### src/rtl/mod_serializer.sv
// mod_serializer: width-down converter. Accepts one packed word of
// LANES x WIDTH bits over a valid/ready handshake and emits it one lane
// per beat over a second valid/ready handshake.
//
// Ports:
//   clk        rising-edge clock
//   rst        asynchronous active-high reset
//   in_data    packed input word, lane k = in_data[k]
//   in_valid   in_data is valid
//   in_ready   a word can be accepted this cycle
//   out_data   current lane
//   out_valid  out_data is valid
//   out_ready  consumer takes out_data this cycle
//   out_last   high with the final lane of a word
//   busy       a word is held (same as out_valid)
module mod_serializer #(
   parameter int WIDTH     = 8,
   parameter int LANES     = 8,
   parameter bit MSB_FIRST = 1'b0
) (
   input  logic                         clk,
   input  logic                         rst,
   input  logic [LANES-1:0][WIDTH-1:0]  in_data,
   input  logic                         in_valid,
   output logic                         in_ready,
   output logic [WIDTH-1:0]             out_data,
   output logic                         out_valid,
   input  logic                         out_ready,
   output logic                         out_last,
   output logic                         busy
);

   localparam int IW = (LANES > 1) ? $clog2(LANES) : 1;
   localparam logic [IW-1:0] FIRST = MSB_FIRST ? IW'(LANES-1) : IW'(0);
   localparam logic [IW-1:0] LAST  = MSB_FIRST ? IW'(0) : IW'(LANES-1);

   typedef enum logic {IDLE = 1'b0, SHIFT = 1'b1} state_t;

   state_t                      state, state_nxt;
   logic [IW-1:0]               idx;
   logic [LANES-1:0][WIDTH-1:0] hold;
   logic                        beat, accept;

   assign beat   = out_valid && out_ready;
   assign accept = in_valid && in_ready;

   // state register
   always_ff @(posedge clk or posedge rst) begin
      if (rst) state <= IDLE;
      else     state <= state_nxt;
   end

   // next-state logic
   always_comb begin
      state_nxt = state;
      case (state)
         IDLE:    if (accept) state_nxt = SHIFT;
         SHIFT:   if (beat && out_last && !accept) state_nxt = IDLE;
         default: state_nxt = IDLE;
      endcase
   end

   // outputs; in_ready opens on the final accepted beat so the next word
   // loads in the same edge with no bubble
   always_comb begin
      out_valid = (state == SHIFT);
      out_last  = out_valid && (idx == LAST);
      busy      = out_valid;
      in_ready  = !rst && ((state == IDLE) || (out_valid && out_ready && out_last));
      out_data  = '0;
      for (int k = 0; k < LANES; k++)
         if (idx == IW'(k)) out_data = hold[k];
   end

   // holding register and lane index. idx is left alone when the word
   // finishes so out_data keeps showing the last lane while idle.
   always_ff @(posedge clk or posedge rst) begin
      if (rst) begin
         hold <= '0;
         idx  <= '0;
      end else if (accept) begin
         hold <= in_data;
         idx  <= FIRST;
      end else if (beat && !out_last) begin
         idx  <= MSB_FIRST ? idx - IW'(1) : idx + IW'(1);
      end
   end

endmodule
### config.mk
export PLATFORM = sky130hd
export DESIGN_NAME = mod_serializer
export DESIGN_NICKNAME = d
export VERILOG_FILES = /design/src/rtl/mod_serializer.sv
export SDC_FILE = /design/constraint.sdc
export NUM_CORES = 1
export LEC_CHECK = 0
export BUFFER_PORTS_ARGS = -buffer_cell sky130_fd_sc_hd__buf_2
export CORE_MARGIN = 8
export CORE_UTILIZATION = 30
export CTS_CLUSTER_DIAMETER = 50
export DETAILED_ROUTE_END_ITERATION = 12
export GPL_TIMING_DRIVEN = 0
export SLEW_MARGIN = 30
export SYNTH_ARGS = -nofsm -noshare
export SYNTH_HDL_FRONTEND = slang
export SYNTH_SLANG_ARGS = --single-unit
export TNS_END_PERCENT = 10
### constraint.sdc
create_clock -name clk -period 2.1 [get_ports clk]
set_input_delay 0.42 -clock clk [delete_from_list [all_inputs] [get_ports clk]]
set_output_delay 0.42 -clock clk [all_outputs]
set_load 0.02 [all_outputs]
==> results.json <==
{
  "status": "complete, but fails checks",
  "violations": "negative setup slack",
  "synthArstFlopShare_pct": 100,
  "hpwl_um": 7360,
  "cp_max_fo": 8,
  "synth_largest_area_cell": "dfrtp_1",
  "diodes": 0,
  "grt-ovfl-total": 0,
  "period_share_pct": 124,
  "grt_pass1_vias": 2884,
  "ir_drop_uv": 780,
  "synth-seq-cells": 68,
  "numPortBuffers": 79,
  "synth-edff-count": 0,
  "drt-initial-drc-count": 102,
  "synthFlopType": "dfrtp_1",
  "power_w": 0.00820,
  "rows": 39,
  "ys_warn_count": 0,
  "utilization_pct": 43.1,
  "drcViolationCount": 0,
  "numCtsBuffers": 9,
  "netlist_top_cells_area": "dfrtp_1, mux2_2, mux2_1",
  "wl_um": 9970,
  "clk_latency_ns": 0.33,
  "cts.path.max_buffers": 2,
  "vias_per_cell": 4.93,
  "p_per_area_nw_per_um2": 1690,
  "maxSlewViolCount": 0,
  "final_area_um2": 4860,
  "cts_tree": "yes",
  "clock_sinks": 68,
  "coreArea_um2": 11300,
  "grt_max_degree": 28,
  "setup_ws_ns": -0.510,
  "fin_skew_ns": 0.00476,
  "fin_crit_ns": 2.61,
  "die_area_um2": 15100,
  "synth.net_count": 374,
  "initial_core_util_pct": 30.3,
  "post-place-ws_ns": -0.499,
  "relSlewSlack_pct": 70.3,
  "vias": 2707,
  "post_drt_wl_per_cell_um": 18.2,
  "dpl_cell_area_um2": 4100,
  "setup_viol": 9,
  "hold_buffers": 0,
  "max_freq_mhz": 383,
  "synth_top_cell_area_share_pct": 49.7,
  "cap_violations": 0,
  "final_hold_viol_count": 0,
  "cts.htree.levels": 3,
  "synth_area_um2": 3420,
  "grt_pass1_wl_um": 15700,
  "crit_required_ns": 1.68,
  "postSynthCellCount": 300,
  "nets": 475,
  "grt_usage_pct": 13.6,
  "die_h_um": 123,
  "arrival_ns": 2.19,
  "gp_congestion": 0.902,
  "syn_to_final_growth_pct": 42.1,
  "syn_avg_cell_area_um2": 11.4,
  "startpoint_type": "register",
  "total_leakage_power_nw": 2.14,
  "crit_type": "reg -> out",
  "first_pass_iters": 4,
  "crit_start": "idx[1]",
  "worstMarginPinSlew_ns": 0.445,
  "ant_nets": 0,
  "antenna_found_initial": 0,
  "dieWidth_um": 123,
  "min-delay-path-class": "in -> async",
  "seq_area_frac_synth_pct": 49.7,
  "clk_pin_slew_ns": 0.06,
  "cp-end-kind": "primary output",
  "ioPinCount": 80,
  "rsz0062_at_grt": "true",
  "drive_gt1_share_pct": 57.4,
  "rr_startpoint": "idx[0]",
  "ys_types": 40,
  "clock-root-buffer": "clkbuf_16"
}
layer usage:
layer | up-vias | share of wire (%) | wire length, um | global-route usage [%]
li1 | 1271 | - | - | -
met4 | 0 | 1.5 | 145 | 4.34
met3 | 12 | 5.7 | 566 | 3.63
met2 | 80 | 45 | 4520 | 20.9
met1 | 1344 | 47 | 4730 | 18.1
met5 | - | 0 | 0 | 0
path summary, 6_finish.rpt:
kind | cells after the start | slack, ns | to
max reg2reg | 10 | 0.01 | hold[6]
min | 2 | 0.11 | busy
max | 8 | -0.51 | out_data[0]
min reg2reg | 1 | 0.50 | hold[6]
max in group asynchronous | 3 | 1.51 | idx[1]
min in group clk | 2 | 0.30 | hold[3]
repair_timing:
| item | 4_1_cts | 5_1_grt |
|---|---|---|
| cloned | 0 | 1 |
| pin swaps | 7 | 12 |
| buffers inserted | 2 | 7 |
| gates resized for setup | 68 | 47 |
| endpoints found under the setup margin | 25 | 78 |
cells in the mapped netlist (3+ instances only):
master / count
a21oi_1: 8
dfrtp_1: 68
inv_1: 18
nor2_1: 8
a221o_1: 3
clkbuf_1: 8
ha_1: 6
a221oi_1: 9
o21ai_0: 12
buf_6: 3
mux2_2: 48
buf_2: 6
nor2b_1: 5
nor3_1: 9
mux2_1: 16
nor3b_1: 4
a211oi_1: 6
buf_4: 6
nand2_1: 25
worst max-delay path, stage by stage, from the launching register on:
cell and delay [ns]:
dfrtp_2 0.44, inv_2 0.10, ha_2 0.18, buf_6 0.14, and2b_4 0.21, a22oi_1 0.08
or3_1 0.33, a32oi_2 0.20, buf_4 0.17
sequential cells by signal, indices dropped and copies added (netlist names):
| register | cells |
|---|---|
| idx | 3 |
| busy | 1 |
| hold | 64 |
cell usage in the layout, fill, tap and decap left out, types with 5 or more instances in the layout:
cell,netlist,routed
buf_2,6,74
dfrtp_1,68,65
mux2_2,48,48
nand2_1,25,22
buf_4,6,16
inv_1,18,15
mux2_4,0,14
buf_6,3,11
clkbuf_16,0,9
nor2_1,8,8
buf_12,0,6
a21oi_1,8,6
o21ai_0,12,6
o21ai_1,0,6
a221oi_2,0,6
nor3_2,0,5
final cells by class:
type | instances | area [um2]
buffer | 22 | 255
clock buffer | 9 | 225
clock inverter | 7 | 67.6
fill | 1063 | 6410
inverter | 19 | 80.1
multi-input combinational | 190 | 1810
sequential | 68 | 1710
tap | 143 | 179
timing repair buffer | 91 | 543
metrics by stage:
step	TNS [ns]	instances	hold slack, ns
after floorplan	-0.334	300	0.458
after global placement	-4.61	522	0.472
after detailed placement	-5.42	524	0.467
after CTS	-9.38	541	0.112
after global routing	-5.17	549	0.133
final	-3.87	549	0.112
power breakdown:
part | leakage (nW) | internal [W] | switching (W)
clock | 0.137 | 0.000911 | 0.000570
combinational | 1.20 | 0.00218 | 0.00209
sequential | 0.806 | 0.00199 | 0.000469
cell families (layout without fill, tap and decap cells):
group	Yosys count	in the layout	share of synthesized area, %
fa+ha+maj	6	6	2.19
buf+inv	42	148	6.14
flops	68	68	49.7
mux	66	66	21.7
simple gates	64	64	9.14
xor+xnor	1	1	0.256
compound gates	53	53	10.9
Power figures use the tool's default switching activity.
